===== src/rtl/dvp_pattern_gen_if.sv =====
// DVP camera bus: frame sync, line valid and pixel byte, driven by the sensor side.
interface dvp_pattern_gen_if #(
    parameter int DATA_W = 8
);
    logic              CCD_VSYNC;
    logic              CCD_HSYNC;
    logic [DATA_W-1:0] CCD_DATA;

    modport master (output CCD_VSYNC, output CCD_HSYNC, output CCD_DATA);
    modport slave  (input  CCD_VSYNC, input  CCD_HSYNC, input  CCD_DATA);
endinterface


===== src/rtl/dvp_pattern_gen.sv =====
// Synthetic DVP sensor: emits VSYNC/HSYNC/DATA frames with a selectable test pattern,
// standing in for the OV5640 in loopback and capture-pipeline simulation.
module dvp_pattern_gen #(
    parameter int DATA_W        = 8,
    parameter int MAX_H         = 2048,
    parameter int MAX_V         = 2048,
    parameter int VS_CYCLES     = 10000,
    parameter int H_BLANK       = 100,
    parameter int BYTES_PER_PIX = 1
) (
    input  logic              CCD_PCLK,
    input  logic              CCD_RSTN,
    input  logic              en,
    input  logic [1:0]        mode,
    input  logic [11:0]       h_active,
    input  logic [11:0]       v_active,
    dvp_pattern_gen_if.master dvp,
    output logic              frame_start,
    output logic [15:0]       frame_cnt
);

    localparam int CNT_MAX = (VS_CYCLES > H_BLANK) ? VS_CYCLES : H_BLANK;
    localparam int CNT_W   = $clog2(CNT_MAX + 1);
    localparam logic [CNT_W-1:0] VS_LAST = CNT_W'(VS_CYCLES - 1);
    localparam logic [CNT_W-1:0] HB_LAST = CNT_W'(H_BLANK - 1);
    localparam logic [11:0]      MAX_H_L = 12'(MAX_H);
    localparam logic [11:0]      MAX_V_L = 12'(MAX_V);
    localparam logic             PH_LAST = (BYTES_PER_PIX == 2);

    typedef enum logic [1:0] {IDLE, VS, HBL, ACT} state_t;

    state_t            state_q, state_d;
    logic [CNT_W-1:0]  cnt_q, cnt_d;
    logic [11:0]       x_q, x_d, y_q, y_d;
    logic              ph_q, ph_d;
    logic [DATA_W-1:0] ctr_q, ctr_d;
    logic [2:0]        bar_q, bar_d;
    logic [11:0]       bar_pix_q, bar_pix_d;
    logic [1:0]        mode_q, mode_d;
    logic [11:0]       h_eff_q, h_eff_d, v_eff_q, v_eff_d, bw_q, bw_d;
    logic              vsync_q, vsync_d, hsync_q, hsync_d, fs_q, fs_d;
    logic [DATA_W-1:0] data_q, data_d;
    logic [15:0]       fcnt_q, fcnt_d;
    logic              start_frame;
    logic [11:0]       h_in, v_in, bw_in;
    logic [15:0]       rgb;

    function automatic logic [11:0] clamp_size(input logic [11:0] v, input logic [11:0] lim);
        if (v == 12'd0) return 12'd1;
        if (v > lim) return lim;
        return v;
    endfunction

    function automatic logic [15:0] bar_rgb(input logic [2:0] b);
        case (b)
            3'd0:    return 16'hFFFF;
            3'd1:    return 16'hFFE0;
            3'd2:    return 16'h07FF;
            3'd3:    return 16'h07E0;
            3'd4:    return 16'hF81F;
            3'd5:    return 16'hF800;
            3'd6:    return 16'h001F;
            default: return 16'h0000;
        endcase
    endfunction

    assign h_in  = clamp_size(h_active, MAX_H_L);
    assign v_in  = clamp_size(v_active, MAX_V_L);
    assign bw_in = (h_in[11:3] == 9'd0) ? 12'd1 : {3'b000, h_in[11:3]};

    // Next-state and next-output computation; every output is registered below.
    always_comb begin
        state_d     = state_q;
        cnt_d       = cnt_q;
        x_d         = x_q;
        y_d         = y_q;
        ph_d        = ph_q;
        ctr_d       = ctr_q;
        bar_d       = bar_q;
        bar_pix_d   = bar_pix_q;
        mode_d      = mode_q;
        h_eff_d     = h_eff_q;
        v_eff_d     = v_eff_q;
        bw_d        = bw_q;
        vsync_d     = vsync_q;
        hsync_d     = 1'b0;
        fs_d        = 1'b0;
        fcnt_d      = fcnt_q;
        start_frame = 1'b0;

        case (state_q)
            IDLE: begin
                vsync_d = 1'b1;
                if (en) start_frame = 1'b1;
            end
            VS: begin
                vsync_d = 1'b1;
                if (cnt_q == VS_LAST) begin
                    state_d = HBL;
                    cnt_d   = '0;
                    vsync_d = 1'b0;
                    fs_d    = 1'b1;
                end else begin
                    cnt_d = cnt_q + CNT_W'(1);
                end
            end
            HBL: begin
                vsync_d = 1'b0;
                if (cnt_q == HB_LAST) begin
                    state_d   = ACT;
                    cnt_d     = '0;
                    hsync_d   = 1'b1;
                    x_d       = 12'd0;
                    ph_d      = 1'b0;
                    bar_d     = 3'd0;
                    bar_pix_d = 12'd0;
                    ctr_d     = ctr_q + DATA_W'(1);
                end else begin
                    cnt_d = cnt_q + CNT_W'(1);
                end
            end
            default: begin
                vsync_d = 1'b0;
                if (ph_q == PH_LAST && x_q == h_eff_q - 12'd1) begin
                    if (y_q == v_eff_q - 12'd1) begin
                        fcnt_d  = fcnt_q + 16'd1;
                        vsync_d = 1'b1;
                        if (en) start_frame = 1'b1;
                        else    state_d     = IDLE;
                    end else begin
                        state_d = HBL;
                        cnt_d   = '0;
                        x_d     = 12'd0;
                        y_d     = y_q + 12'd1;
                    end
                end else begin
                    hsync_d = 1'b1;
                    ctr_d   = ctr_q + DATA_W'(1);
                    if (ph_q == PH_LAST) begin
                        ph_d = 1'b0;
                        x_d  = x_q + 12'd1;
                        // Bar index saturates so the last bar absorbs the h_eff remainder.
                        if (bar_pix_q == bw_q - 12'd1) begin
                            bar_pix_d = 12'd0;
                            if (bar_q != 3'd7) bar_d = bar_q + 3'd1;
                        end else begin
                            bar_pix_d = bar_pix_q + 12'd1;
                        end
                    end else begin
                        ph_d = 1'b1;
                    end
                end
            end
        endcase

        if (start_frame) begin
            state_d   = VS;
            cnt_d     = '0;
            x_d       = 12'd0;
            y_d       = 12'd0;
            ph_d      = 1'b0;
            ctr_d     = '0;
            bar_d     = 3'd0;
            bar_pix_d = 12'd0;
            mode_d    = mode;
            h_eff_d   = h_in;
            v_eff_d   = v_in;
            bw_d      = bw_in;
            vsync_d   = 1'b1;
        end
    end

    always_comb begin
        data_d = '0;
        rgb    = bar_rgb(bar_d);
        if (hsync_d) begin
            case (mode_q)
                2'd0: data_d = ctr_d;
                2'd1: begin
                    if (BYTES_PER_PIX == 2) data_d = DATA_W'(ph_d ? rgb[7:0] : rgb[15:8]);
                    else                    data_d = DATA_W'(bar_d) << (DATA_W - 3);
                end
                2'd2: data_d = DATA_W'(y_d);
                default: data_d = (x_d[3] ^ y_d[3]) ? '1 : '0;
            endcase
        end
    end

    always_ff @(posedge CCD_PCLK or negedge CCD_RSTN) begin
        if (!CCD_RSTN) begin
            state_q   <= IDLE;
            cnt_q     <= '0;
            x_q       <= 12'd0;
            y_q       <= 12'd0;
            ph_q      <= 1'b0;
            ctr_q     <= '0;
            bar_q     <= 3'd0;
            bar_pix_q <= 12'd0;
            mode_q    <= 2'd0;
            h_eff_q   <= 12'd1;
            v_eff_q   <= 12'd1;
            bw_q      <= 12'd1;
            vsync_q   <= 1'b1;
            hsync_q   <= 1'b0;
            data_q    <= '0;
            fs_q      <= 1'b0;
            fcnt_q    <= 16'd0;
        end else begin
            state_q   <= state_d;
            cnt_q     <= cnt_d;
            x_q       <= x_d;
            y_q       <= y_d;
            ph_q      <= ph_d;
            ctr_q     <= ctr_d;
            bar_q     <= bar_d;
            bar_pix_q <= bar_pix_d;
            mode_q    <= mode_d;
            h_eff_q   <= h_eff_d;
            v_eff_q   <= v_eff_d;
            bw_q      <= bw_d;
            vsync_q   <= vsync_d;
            hsync_q   <= hsync_d;
            data_q    <= data_d;
            fs_q      <= fs_d;
            fcnt_q    <= fcnt_d;
        end
    end

    assign dvp.CCD_VSYNC = vsync_q;
    assign dvp.CCD_HSYNC = hsync_q;
    assign dvp.CCD_DATA  = data_q;
    assign frame_start   = fs_q;
    assign frame_cnt     = fcnt_q;

endmodule


===== src/flat_wrapper.sv =====
// flat-port wrapper written by rule: the top's interface ports become plain ports
module dvp_pattern_gen_flat 
#(
    parameter int DATA_W        = 8,
    parameter int MAX_H         = 2048,
    parameter int MAX_V         = 2048,
    parameter int VS_CYCLES     = 10000,
    parameter int H_BLANK       = 100,
    parameter int BYTES_PER_PIX = 1
)
  (CCD_PCLK, CCD_RSTN, en, mode, h_active, v_active, frame_start, frame_cnt, dvp_CCD_VSYNC, dvp_CCD_HSYNC, dvp_CCD_DATA);
  dvp_pattern_gen_if #(.DATA_W(DATA_W)) dvp_i ();
  input  logic CCD_PCLK;
  input  logic CCD_RSTN;
  input  logic en;
  input  logic [1:0] mode;
  input  logic [11:0] h_active;
  input  logic [11:0] v_active;
  output logic frame_start;
  output logic [15:0] frame_cnt;
  output wire logic [$bits(dvp_i.CCD_VSYNC)-1:0] dvp_CCD_VSYNC;
  output wire logic [$bits(dvp_i.CCD_HSYNC)-1:0] dvp_CCD_HSYNC;
  output wire logic [$bits(dvp_i.CCD_DATA)-1:0] dvp_CCD_DATA;
  assign dvp_CCD_VSYNC = dvp_i.CCD_VSYNC;
  assign dvp_CCD_HSYNC = dvp_i.CCD_HSYNC;
  assign dvp_CCD_DATA = dvp_i.CCD_DATA;
  dvp_pattern_gen #(.DATA_W(DATA_W), .MAX_H(MAX_H), .MAX_V(MAX_V), .VS_CYCLES(VS_CYCLES), .H_BLANK(H_BLANK), .BYTES_PER_PIX(BYTES_PER_PIX)) u_core (.CCD_PCLK(CCD_PCLK), .CCD_RSTN(CCD_RSTN), .en(en), .mode(mode), .h_active(h_active), .v_active(v_active), .dvp(dvp_i), .frame_start(frame_start), .frame_cnt(frame_cnt));
endmodule

===== config.mk =====
export PLATFORM = sky130hd
export DESIGN_NAME = dvp_pattern_gen_flat
export DESIGN_NICKNAME = d
export VERILOG_FILES = /design/src/rtl/dvp_pattern_gen_if.sv /design/src/rtl/dvp_pattern_gen.sv /design/src/flat_wrapper.sv
export SDC_FILE = /design/constraint.sdc
export NUM_CORES = 1
export LEC_CHECK = 0
export CAP_MARGIN = 0
export CORE_AREA = 2 2 114 227
export CTS_CLUSTER_DIAMETER = 30
export DETAILED_ROUTE_END_ITERATION = 10
export DIE_AREA = 0 0 116 229
export SLEW_MARGIN = 15
export SYNTH_ARGS = -nofsm -noshare
export SYNTH_HDL_FRONTEND = slang
export SYNTH_SLANG_ARGS = --single-unit

===== constraint.sdc =====
create_clock -name CCD_PCLK -period 4.2 [get_ports CCD_PCLK]
set_input_delay 0.42 -clock CCD_PCLK [delete_from_list [all_inputs] [get_ports CCD_PCLK]]
set_output_delay 0.42 -clock CCD_PCLK [all_outputs]
set_load 0.02 [all_outputs]

# Word level (Yosys, flattened, before mapping)
# Cells that the tools add are included.
word_totals:
  ff_bits: 129
  output_inout_bits: 27
  wordCells: 151
op_classes:
  n_addsub: 10
  order_cmp: 2
  n_eq_ne: 22
  n_mux: 77
  n_bitwise: 3
  n_reduce_logical: 18
ops:
  columns: ["op", "count"]
  rows:
  - ["$mux 12", 22]
  - ["$mux 14", 5]
  - ["$pmux 12 s2", 2]
  - ["$pmux 14 s3", 1]
  - ["$mux 8", 5]
  - ["$add 12x1->12 const B", 3]
  - ["$eq 12x12->1", 3]
  - ["$sub 12x1->12 const B", 3]
  - ["$gt 12x12->1 const B", 2]
  - ["$logic_not 12->1", 2]
  - ["$pmux 8 s3", 1]
  - ["$mux 1", 21]
  - ["$mux 3", 6]
  - ["$add 16x1->16 const B", 1]
  - ["$pmux 8 s2", 1]
  - ["$add 14x1->14 const B", 1]
  - ["$eq 14x14->1 const B", 1]
  - ["$eq 14x7->1 const B", 1]
  - ["$mux 2", 6]
  - ["$reduce_and 3->1", 4]
  - ["$logic_not 9->1", 1]
  - ["$mux 9", 1]
  - ["$add 8x1->8 const B", 1]
  - ["$ne 2x1->1 const B", 4]
  - ["23 further kinds", 34]

# Longest topological paths before layout
depth:
  depth_word: 10
  depth_mapped: 14
  depth_no_buf: 11

# Worst setup path before layout
# OpenSTA, ideal clock, no wires.
synth_timing:
  path_kind: "flip-flop to flip-flop"
  from: "register u_core.h_eff_q[5]"
  to: "register u_core.data_q[7], in the netlist u_core.dvp.CCD_DATA[7]"
  setup_time_ns: 0.095
  t_arrival_ns: 3.270
  required_time_ns: 4.105
  setup_slack_ns: 0.835
  path_stages_with_launch: 11
  period_less_slack_ns: 3.365
  path_cell_list: "dfrtp_1 > buf_2 > or4_4 > or3_4 > o311a_1 > o32ai_4 > nor2_4 > a41o_1 > or4_1 > o311ai_1 > nor4b_2"
synth_via:
  elab_chain_cells: 10
  elab_cells_between_ends: 23
  cone_classes: "add/sub: 1; eq/ne: 1; mux: 19; bitwise: 1; reduce/logical: 1"
synth_rtl:
  columns: ["element", "line", "text"]
  rows:
  - ["from (decl)", "dvp_pattern_gen.sv:40", "logic [11:0] h_eff_q, h_eff_d, v_eff_q, v_eff_d, bw_q, bw_d;"]
  - ["from (signal assigned)", "dvp_pattern_gen.sv:200", "h_eff_q <= 12'd1;"]
  - ["from (signal assigned)", "dvp_pattern_gen.sv:218", "h_eff_q <= h_eff_d;"]
  - ["$sub 12x1->12 (*)", "dvp_pattern_gen.sv:124", "if (ph_q == PH_LAST && x_q == h_eff_q - 12'd1) begin"]
  - ["$eq 12x12->1 (*)", "dvp_pattern_gen.sv:124", null]
  - ["$logic_and 1x1->1 (*)", "dvp_pattern_gen.sv:124", null]
  - ["$mux 12 or $mux 1 (tied branches)", "dvp_pattern_gen.sv:124", null]
  - ["$pmux 12 s2, or another cell as far along", "dvp_pattern_gen.sv:91", "case (state_q)"]
  - ["$mux 12", "dvp_pattern_gen.sv:156", "if (start_frame) begin"]
  - ["$xor 1x1->1", "dvp_pattern_gen.sv:184", "default: data_d = (x_d[3] ^ y_d[3]) ? '1 : '0;"]
  - ["$mux 8", "dvp_pattern_gen.sv:184", null]
  - ["$pmux 8 s3", "dvp_pattern_gen.sv:177", "case (mode_q)"]
  - ["$mux 8 (*)", "dvp_pattern_gen.sv:176", "if (hsync_d) begin"]
  - ["named net u_core.data_d[7]", "dvp_pattern_gen.sv:42", "logic [DATA_W-1:0] data_q, data_d;"]
  - ["to (signal assigned)", "dvp_pattern_gen.sv:223", "data_q <= data_d;"]
  - ["to (decl)", "dvp_pattern_gen.sv:42", null]
# Mark *: on every way through the listed nets, which the timed path passes. The rest lies on a longest branch. The select of a mux whose other input is x is not followed.
# A chain may end at the register's enable or synchronous reset.

# Worst setup path after layout
# Same ends and word-level chain as after synthesis.

==> results by stage <==
STA:
- Subtracting the final worst setup slack from the clock period gives 3820 ps.
- The final number of hold-violating endpoints is 0.
- For the pin with the worst max-slew slack, the measured transition is 991 ps.
- Headroom to the max-slew limit came out at 0.339.
- The total count of max-transition violations in the final report is 0.
- Timing would allow up to 0.262 GHz.
- The final-report setup violation count is 0.
- Setup repair after global routing left no endpoint under its margin.
- In the post-route analysis, the smallest setup slack over all paths is 384 ps.
- The setup TNS after final layout is 0 ps.
- Clock skew on the completed layout was measured at 10.4 ps.
- Dividing the final minimum period by the clock period gives 0.908.

Yosys:
- The synthesized netlist net count is 839.
- Synthesis inferred 124 register bits.
- Summed over all instances, the cell type with the most area after synthesis is dfrtp_1.
- The count of flip-flops with a built-in enable after synthesis is 0.
- Each instance of the synthesized netlist takes up on average 9.23 um^2.
- The post-synthesis sequential area ratio is 0.423.
- The gate count after technology mapping is 796.
- The combined area of all synthesized cells is 7340 um^2.
- The share of synthesized flip-flops with an asynchronous set or reset is 1.00.
- The most common flop cell mapped by yosys is dfrtp_1.
- Of the post-synthesis cell area, the dominant cell type holds 0.409.
- After synthesis, the netlist uses 81 different library cells.
- For this run, the number of Yosys warnings is 0.
- In the post-synthesis netlist, the biggest area contributors are dfrtp_1 (41%), xnor2_1 (5.5%), nand2_1 (3.8%).

Global route:
- The initial antenna violation count is 0.
- The number of global-route vias before repair is 6145.
- The wire length of the first global-routing pass is 30500 um.
- The remaining global-route overflow is 0.
- Entering global routing, the biggest net connects 78 pins.
- The global-route usage over all layers is 0.144.

Clock tree:
- The longest clock path from root to sink contains 2 buffers.
- The clock input transition at the sequential cells of the worst setup and hold paths is 60 ps.
- TritonCTS built the clock tree.
- Once the clock tree was built, the resizer swapped 0 gates to a different size.
- The depth of the CTS H-tree is 4.
- TritonCTS created 17 clock buffers.
- Hold repair after CTS inserted 0 buffers.
- The number of post-CTS setup repair buffers is 0.
- The TritonCTS sink count is 124.
- The clock latency on the worst-skew pair is 430 ps.
- The buffer cell driving the clock tree root is clkbuf_16.

Job:
- The count of max-cap constraint violations is 0.

Placement:
- Summed over all nets, the half-perimeter wirelength after detailed placement is 13300 um.
- The post-place setup slack is 411 ps.
- During placement, the flow inserted port buffers numbering 55.
- In this run, placement finished with an instance count of 1176.
- Routability-driven placement finished with a final weighted congestion of 0.899.

Floorplan:
- The number of cell rows is 82.
- The starting density of the core is 0.296.
- The floorplan step set the die width to 116 um.
- The die covers 26600 um^2.
- For this design the top-level I/O count stands at 56.
- The die boundary height is 229 um.
- The floorplan step defined a core boundary enclosing 24800 um^2.

Drt:
- Dividing the detail-routed via count by the number of cells gives 5.11.
- The number of design-rule violations left by the first detailed-router iteration is 346.
- The number of DRC violations after detailed routing is 0.
- Wires add up to 18100 um.
- The total vias in the final route is 6174.
- The residual antenna-violating net count after detailed routing is 0.
- For this run, the detailed router's first-pass iteration total came to 5.
- After detailed routing, the average wire length per cell comes to 15.0 um.

Pwr:
- The analysis attributes to cell leakage a power of 3.80 nW.
- Of the total power, combinational logic draws 0.425.
- The switching share of total power is 0.398.
- The share of total power dissipated in the clock network is 0.260.
- The cell area power density is 636 nW/um^2.
- The power dissipated by switching net loads is 2.26 mW.
- IR analysis of the VDD net gives a maximum drop of 0.000334 V.
- The sequential power share is 0.315.
- Internal power comes to 3.42 mW.

Critical path:
- The required time at the endpoint of the critical path is 4530 ps.
- The reg-to-reg setup timing slack is 380 ps.
- For the worst flop-to-flop path, the logic depth is 9.
- The worst setup path is captured at a flip-flop.
- The data arrival at the endpoint of the critical path is 4150 ps.
- The critical path start-end classification is flip-flop to flip-flop.
- The worst setup path is launched from a flip-flop.
- The start of the worst register-to-register path is u_core.h_eff_q[5]$_DFFE_PN0N_.
- The biggest fanout along the worst timing path is 22.
- The endpoint of the worst register-to-register path is u_core.dvp.CCD_DATA[7]$_DFF_PN0_.

Final layout:
- In the final layout, the share of cells above drive strength 1 is 0.0872.
- The layout has 2549 filler cells.
- For this run, the post-layout net count is 902.
- The area growth from synthesis to layout is 21.6%.
- Leaving out filler cells and counting taps, the final layout contains 1208.
- The number of inserted diodes is 0.

Status:
- The run finished with clean final reports.

Hold path:
- The path type of the worst min-delay path is input port to asynchronous set/reset pin.
worst max path at each step:
stage / cells after the start / from / to
final: 9 / u_core.h_eff_q[5]$_DFFE_PN0N_ / u_core.dvp.CCD_DATA[7]$_DFF_PN0_
after global routing: 9 / u_core.h_eff_q[5]$_DFFE_PN0N_ / u_core.dvp.CCD_DATA[7]$_DFF_PN0_
after CTS: 9 / u_core.h_eff_q[5]$_DFFE_PN0N_ / u_core.dvp.CCD_DATA[7]$_DFF_PN0_
after detailed placement: 9 / u_core.h_eff_q[5]$_DFFE_PN0N_ / u_core.dvp.CCD_DATA[7]$_DFF_PN0_
after global placement: 9 / u_core.h_eff_q[5]$_DFFE_PN0N_ / u_core.dvp.CCD_DATA[5]$_DFF_PN0_
after floorplan: 10 / u_core.h_eff_q[5]$_DFFE_PN0N_ / u_core.dvp.CCD_DATA[7]$_DFF_PN0_
metrics by stage:
| stage | power, mW | instance area (um^2) | utilization | hold slack [ps] |
|---|---|---|---|---|
| floorplan | 3.48 | 7340 | - | 124 |
| global placement | 4.16 | 8340 | 0.336 | 474 |
| detailed placement | 4.21 | 8340 | 0.336 | 467 |
| CTS | 5.72 | 8930 | 0.360 | 201 |
| global route | 6.11 | 8930 | 0.360 | 255 |
| finish | 5.68 | 8930 | 0.360 | 148 |
cells in the final DEF (no fill, tap or decap), types with 5 or more instances in the layout:
cell type | Yosys | routed
nand2_1 | 75 | 75
nor4_1 | 16 | 16
clkbuf_16 | 0 | 17
clkinv_2 | 0 | 5
nor3_1 | 22 | 22
nand4_1 | 8 | 8
o21ai_0 | 48 | 48
buf_4 | 0 | 20
dfrtp_1 | 120 | 120
or3_1 | 15 | 15
nor2b_1 | 11 | 11
a211oi_1 | 8 | 8
a22o_1 | 21 | 21
o22ai_1 | 5 | 5
xor2_1 | 32 | 32
and2_1 | 6 | 6
xnor2_1 | 46 | 46
nand2b_1 | 17 | 17
ha_1 | 14 | 14
nor2_1 | 75 | 75
a21oi_1 | 18 | 18
clkdlybuf4s50_1 | 0 | 54
and3_1 | 26 | 26
a31oi_1 | 5 | 5
or2_2 | 5 | 5
nand3_1 | 25 | 25
nand3b_1 | 18 | 18
or4_1 | 8 | 8
inv_1 | 28 | 28
kinds of logic (layout without fill, tap and decap cells):
logic type,count (synthesis),count (layout),synth area share
buf+inv,58,134,0.0310
xor+xnor,79,79,0.0963
compound gates,161,161,0.158
simple gates,354,354,0.259
mux,6,6,0.00852
flops,124,124,0.423
fa+ha+maj,14,14,0.0239
sequential cells by signal, indices dropped and copies added (netlist names):
signal	count
u_core.ctr_q	8
u_core.state_q	2
u_core.mode_q	2
u_core.bar_q	3
u_core.v_eff_q	12
u_core.dvp.CCD_VSYNC	1
u_core.frame_start	1
u_core.h_eff_q	12
u_core.frame_cnt	16
u_core.y_q	12
u_core.bw_q	8
u_core.x_q	12
u_core.dvp.CCD_DATA	8
u_core.cnt_q	14
u_core.bar_pix_q	12
u_core.dvp.CCD_HSYNC	1
cells in the mapped netlist, drive strengths merged, types with 8 or more instances:
cell	number
nor3	22
inv	28
nand2	75
a211oi	9
nor2	76
ha	14
nand3	25
nor2b	11
a22o	21
nand3b	18
buf	11
o21ai	51
nor4	17
nand2b	17
a21oi	18
xor2	32
nand4	8
xnor2	46
clkbuf	19
dfrtp	120
or3	16
and3	26
or4	9
power groups by stage:
| stage | combinational (mW) | sequential [mW] | clock [mW] |
|---|---|---|---|
| floorplan | 1.76 | 1.72 | 0 |
| global placement | 2.36 | 1.80 | 0 |
| detailed placement | 2.41 | 1.80 | 0 |
| CTS | 2.42 | 1.79 | 1.51 |
| global route | 2.70 | 1.84 | 1.57 |
| finish | 2.42 | 1.79 | 1.48 |
critical path, stage by stage (launching register included):
cell      delay, ps
dfrtp_1         470
or4_4           580
or3_4           360
o311a_1         380
o32ai_4         480
nor2_4          120
a41o_2          450
or4_1           560
o311ai_1        100
nor4b_2         230
layout make-up:
| cell class | count | area, um^2 | share of cell area |
|---|---|---|---|
| flip-flops and latches | 124 | 3110 | 0.348 |
| well taps | 336 | 420 | 0.0471 |
| inverters | 28 | 105 | 0.0118 |
| clock buffers | 20 | 437 | 0.0489 |
| repair buffers | 74 | 691 | 0.0774 |
| multi-input cells | 614 | 4020 | 0.450 |
| clock inverters | 12 | 148 | 0.0165 |
layer usage:
metal / track usage / part of all wire / vias up
li1: - / - / 3001
met1: 0.178 / 0.44 / 3015
met2: 0.241 / 0.50 / 130
met3: 0.0294 / 0.035 / 28
met4: 0.0595 / 0.025 / 0
met5: 0 / 0 / -
Power figures use the tool's default switching activity.
